File: src/rtl/ws_tile_controller.sv
// Weight-stationary tile sequencer: loads ARRAY_ROWS weight rows, then streams
// N iact vectors per column with column skew and collects skewed psum rows.
module ws_lane #(
    parameter int ADDR_W = 32,
    parameter int LEN_W  = 16,
    parameter int CW     = 20,
    parameter int OFF    = 0,
    parameter int IDX    = 0
) (
    input  logic              active,
    input  logic [CW-1:0]     c,
    input  logic [LEN_W-1:0]  n,
    input  logic [ADDR_W-1:0] base,
    output logic              strobe,
    output logic [ADDR_W-1:0] addr
);
    logic [CW-1:0] rel;

    // rel is only meaningful once c has reached this lane's skew offset
    assign rel    = c - CW'(OFF);
    assign strobe = active && (c >= CW'(OFF)) && (rel < CW'(n));
    assign addr   = strobe ? base + ADDR_W'(IDX) * ADDR_W'(n) + ADDR_W'(rel) : '0;
endmodule

module ws_tile_controller #(
    parameter int ARRAY_ROWS = 3,
    parameter int ARRAY_COLS = 3,
    parameter int ADDR_W     = 32,
    parameter int LEN_W      = 16
) (
    input  logic                                  clk,
    input  logic                                  rst_n,
    input  logic                                  start,
    input  logic                                  abort,
    input  logic                                  stall,
    input  logic [LEN_W-1:0]                      cfg_iact_len,
    input  logic [ADDR_W-1:0]                     cfg_weight_base,
    input  logic [ADDR_W-1:0]                     cfg_iact_base,
    input  logic [ADDR_W-1:0]                     cfg_psum_base,
    output logic                                  busy,
    output logic                                  done,
    output logic                                  err,
    output logic                                  load_weight,
    output logic [ADDR_W-1:0]                     weight_addr,
    output logic [ARRAY_COLS-1:0]                 load_iact,
    output logic [ARRAY_COLS-1:0][ADDR_W-1:0]     iact_addr,
    output logic [ARRAY_ROWS-1:0]                 psum_valid,
    output logic [ARRAY_ROWS-1:0][ADDR_W-1:0]     psum_addr
);
    localparam int CW = LEN_W + $clog2(ARRAY_ROWS + ARRAY_COLS) + 1;
    localparam int KW = (ARRAY_ROWS > 1) ? $clog2(ARRAY_ROWS) : 1;

    typedef enum logic [1:0] {IDLE, LOAD, COMPUTE, DONE} state_t;

    state_t            state, state_nxt;
    logic [KW-1:0]     k;
    logic [CW-1:0]     c;
    logic [CW-1:0]     c_last;
    logic [LEN_W-1:0]  n;
    logic [ADDR_W-1:0] wbase, ibase, pbase;
    logic              err_q;
    logic              can_start, accept, reject;

    assign can_start = (state == IDLE) || (state == DONE);
    assign accept    = start && can_start && (cfg_iact_len != '0);
    assign reject    = start && can_start && (cfg_iact_len == '0);
    assign c_last    = CW'(n) + CW'(ARRAY_ROWS + ARRAY_COLS - 1);

    always_ff @(posedge clk or negedge rst_n) begin
        if (!rst_n) begin
            state <= IDLE;
            k     <= '0;
            c     <= '0;
            n     <= '0;
            wbase <= '0;
            ibase <= '0;
            pbase <= '0;
            err_q <= 1'b0;
        end else begin
            state <= state_nxt;
            err_q <= reject;
            if (accept) begin
                n     <= cfg_iact_len;
                wbase <= cfg_weight_base;
                ibase <= cfg_iact_base;
                pbase <= cfg_psum_base;
                k     <= '0;
            end
            if (state == LOAD) begin
                k <= k + 1'b1;
                c <= '0;
            end
            if (state == COMPUTE && !stall)
                c <= c + 1'b1;
        end
    end

    always_comb begin
        state_nxt = state;
        case (state)
            IDLE:    if (accept) state_nxt = LOAD;
            LOAD: begin
                if (abort)                          state_nxt = IDLE;
                else if (k == KW'(ARRAY_ROWS - 1))  state_nxt = COMPUTE;
            end
            COMPUTE: begin
                if (abort)                          state_nxt = IDLE;
                else if (!stall && c == c_last)     state_nxt = DONE;
            end
            DONE:    state_nxt = accept ? LOAD : IDLE;
            default: state_nxt = IDLE;
        endcase
    end

    assign busy        = (state == LOAD) || (state == COMPUTE);
    assign done        = (state == DONE);
    assign err         = err_q;
    assign load_weight = (state == LOAD);
    assign weight_addr = load_weight ? wbase + ADDR_W'(k) : '0;

    logic active;
    assign active = (state == COMPUTE) && !stall;

    // iact column j enters at c=j; psum row i leaves ARRAY_COLS+1 cycles after
    // its first input, plus one cycle of skew per row
    for (genvar j = 0; j < ARRAY_COLS; j++) begin : g_iact
        ws_lane #(.ADDR_W(ADDR_W), .LEN_W(LEN_W), .CW(CW), .OFF(j), .IDX(j)) u_lane (
            .active (active),
            .c      (c),
            .n      (n),
            .base   (ibase),
            .strobe (load_iact[j]),
            .addr   (iact_addr[j])
        );
    end

    for (genvar i = 0; i < ARRAY_ROWS; i++) begin : g_psum
        ws_lane #(.ADDR_W(ADDR_W), .LEN_W(LEN_W), .CW(CW), .OFF(ARRAY_COLS + 1 + i), .IDX(i)) u_lane (
            .active (active),
            .c      (c),
            .n      (n),
            .base   (pbase),
            .strobe (psum_valid[i]),
            .addr   (psum_addr[i])
        );
    end
endmodule
File: config.mk
export PLATFORM = sky130hd
export DESIGN_NAME = ws_tile_controller
export DESIGN_NICKNAME = d
export VERILOG_FILES = /design/src/rtl/ws_tile_controller.sv
export SDC_FILE = /design/constraint.sdc
export NUM_CORES = 1
export LEC_CHECK = 0
export CAP_MARGIN = 15
export CORE_UTILIZATION = 23
export CTS_CLUSTER_SIZE = 24
export DETAILED_ROUTE_END_ITERATION = 12
export HOLD_SLACK_MARGIN = 0.1
export PLACE_DENSITY_LB_ADDON = 0.08
export RECOVER_POWER = 25
export SLEW_MARGIN = 20
export SYNTH_ARGS = -nofsm -noshare
export SYNTH_HDL_FRONTEND = slang
export SYNTH_SLANG_ARGS = --single-unit
export TNS_END_PERCENT = 1
File: constraint.sdc
create_clock -name clk -period 6.2 [get_ports clk]
set_input_delay 1.24 -clock clk [delete_from_list [all_inputs] [get_ports clk]]
set_output_delay 1.24 -clock clk [all_outputs]
set_load 0.02 [all_outputs]
==> results.cfg <==
[synth]
seq_area_frac_synth = 0.1776
synth-edff-count = 0
synth_most_common_cell = nor2_1
netlist_area_sq_um = 19310
async_flop_share = 1.000
netlist_instances = 2374
synth_commonest_cells = nor2_1, ha_1, nand2_1
ys.flop_type = dfrtp_1
synth_warnings = 0
synth.net_count = 2806
syn_avg_cell_area_sq_um = 8.133
yosysTopAreaCellShare = 0.1776
synth_area_leaders = dfrtp_1, ha_1, fa_1, xnor2_1, xor2_1
synth.distinct_cells = 74
ys_ff_latch = 137
synth_top_area_cell = dfrtp_1

[placed_design]
portBuffers = 350
pre_cts_slack_ns = -0.1944
hpwl_microns = 70430
gp_congestion = 0.8688

[worst_setup_path]
cp_max_fo = 6
critPathRequiredTime_ns = 4.96
startpoint_type = flip-flop
path_class = flip-flop to output port
cp-end-kind = output port
cp.arrival_ns = 5.02
r2r_cells = 11

[pwr]
p_comb_frac = 0.812
irDropWorstVdd_mv = 0.3310
p_leak_nw = 11.96
p_total_mw = 17.05
power_frac_seq = 0.121
swShare = 0.5314
p_clk_frac = 0.066
p_switching_mw = 9.061
pwr_density_cell_nw_per_um2 = 641.5
p_int_mw = 7.990

[routing]
first_pass_iters = 9
routedWlPerCell_microns = 21.72
remaining_drc_errors = 0
postRouteAntennaNets = 0
vias = 19130
drtIter0Drc = 1041
viasPerCell = 4.845
finalWirelength_microns = 85740

[clock_tree]
clkTransAtPathRegs_ns = 0.08
cts-root-buf = clkbuf_16
clockBufferDepth = 2
cts_tree = yes
cts.sinks = 137
clk_latency_ns = 0.51
numCtsBuffers = 17
htreeDepth = 4

[cells_and_area]
finalNetCount = 3292
area_delta_synth_final_pct = 37.66
drive_above_1_share = 0.1789

[timing]
period_share = 1.010
relSlewSlack = -1.501
finalSetupViolations = 14
worst_pin_slew_ns = 3.752
slew_violations = 55
fin_worst_skew_ns = 0.01469
rsz0062_at_grt = true
finalHoldViolCount = 0
clock.fmax_mhz = 159.7
finalWorstSetupSlack_ns = -0.06042
fin_hold_ws_ns = 0.5215
period_needed_ns = 6.260

[run_status]
violations = capacitance limit, slew limit, setup timing
status = complete, but fails checks

[hold_path]
min_path_type = flip-flop to flip-flop
hold_depth = 1

[global_route]
antenna_found_initial = 4
grtUsageTotal = 0.2006
grt_overflow = 0
grt_pass1_wl_microns = 127100
first_global_vias = 19540
grt_max_degree = 93

[floorplan]
coreArea_sq_um = 82640
start_util = 0.2337
rows = 105
dieHeight_microns = 291.7
io_pins = 351
die-width_microns = 291.7
dieArea_sq_um = 85110

[run]
cap_violations = 1
==> cell families after synthesis <==
| group | count (synthesis) | synth area share |
|---|---|---|
| AO/OA/AOI/OAI | 498 | 0.1645 |
| XOR/XNOR | 285 | 0.1293 |
| adder cells (fa/ha/maj) | 315 | 0.2317 |
| buffers and inverters | 236 | 0.04970 |
| flip-flops | 137 | 0.1776 |
| multiplexers | 89 | 0.05145 |
| AND/OR/NAND/NOR | 814 | 0.1958 |
==> through the flow <==
step                      utilization  setup TNS [ns]  cells  area (sq um)
after floorplan                     -               0   2374         19310
after global placement         0.3067          -2.843   3900         25340
after detailed placement       0.3067          -3.087   3900         25340
after CTS                      0.3191          -2.958   3940         26370
after global routing           0.3216          -8.474   3945         26570
final                          0.3217         -0.3630   3948         26580
==> layer usage <==
metal  vias to the layer above  track usage  wire length, microns
met3                        65      0.03022                  3652
met5                         -            0                    11
li1                       9244            -                     -
met1                      9383       0.2630                 38450
met2                       436       0.3433                 42290
met4                         2      0.04763                  1336
==> what timing repair did <==
item / 4_1_cts / 5_1_grt
endpoints found under the setup margin: 133 / 139
gates resized for setup: 207 / 127
pin swaps: 13 / 11
buffers inserted: 8 / 3
hold endpoints to repair: 0 / 0
hold buffers: 0 / 0
==> critical path, cell delays in order (launching register included) <==
cell	delay, ns
dfrtp_2	0.44
buf_4	0.18
or3_4	0.42
a21oi_2	0.20
buf_4	0.17
nand2_1	0.08
xnor2_2	0.21
fa_1	0.46
ha_1	0.40
nand2_1	0.10
o21bai_1	0.09
o221ai_1	0.23
a21oi_1	0.13
a2111o_1	0.35
a311oi_2	0.25
buf_4	0.22
nor2_1	0.06
xnor2_1	0.12
nor2_1	0.11
clkdlybuf4s15_2	0.27
==> worst paths after layout <==
check,slack [ns],from,endpoint
worst min-delay path,0.52,k[0],k[0]
min in group asynchronous,1.97,rst_n,ibase[29]
max in group asynchronous,1.00,rst_n,c[3]
worst max-delay path,-0.06,c[3],psum_addr[61]
worst min register to register,0.52,k[0],k[0]
worst max register to register,2.65,n[0],state[1]
==> registers in the layout, indices dropped and copies added, names as in the netlist <==
signal,cells
c,20
k,2
n,16
pbase,32
wbase,32
state,2
err,1
ibase,32
==> area by class of cell <==
cell class,instances,area (sq um)
Antenna cell,5,12.51
Clock buffer,17,425.4
Clock inverter,15,173.9
Fill cell,8780,56060
Inverter,132,495.5
Multi-Input combinational cell,2001,15580
Sequential cell,137,3432
Tap cell,1070,1339
Timing Repair Buffer,571,5125
==> cells in the final DEF, fill, tap and decap left out, types with 9 or more instances in the layout <==
cell type        count
a211oi_1            15
clkbuf_16           17
and3_1              43
a21oi_2             16
nand4_1             37
inv_1              130
ha_1               238
xnor2_1            119
clkdlybuf4s50_1    241
mux2_2              82
nor3_1              33
a21o_1              58
or3_1               13
nor2_1             308
dfrtp_1            134
and2_1              18
xor2_2               9
clkdlybuf4s15_2     10
nor2b_1             17
a31oi_1             20
a21oi_1            111
o21ai_0            129
dlymetal6s2s_1      28
nor4_1               9
clkbuf_2            15
fa_1                71
o21a_1              25
nand2_1            195
buf_4              226
o21bai_1            19
nand3_1             67
o31ai_1              9
xor2_1             129
dlygate4sd2_1       37
a21boi_0            10
xnor2_2             27
==> power by group through the flow <==
stage	sequential [mW]	clock, mW	combinational (mW)
global route	2.17	1.21	15.3
finish	2.07	1.13	13.9
floorplan	1.71	0	8.79
detailed placement	2.11	0	13.3
CTS	2.10	1.19	13.8
global placement	2.11	0	13.4
Note: power is estimated with default switching activity, not from simulation.
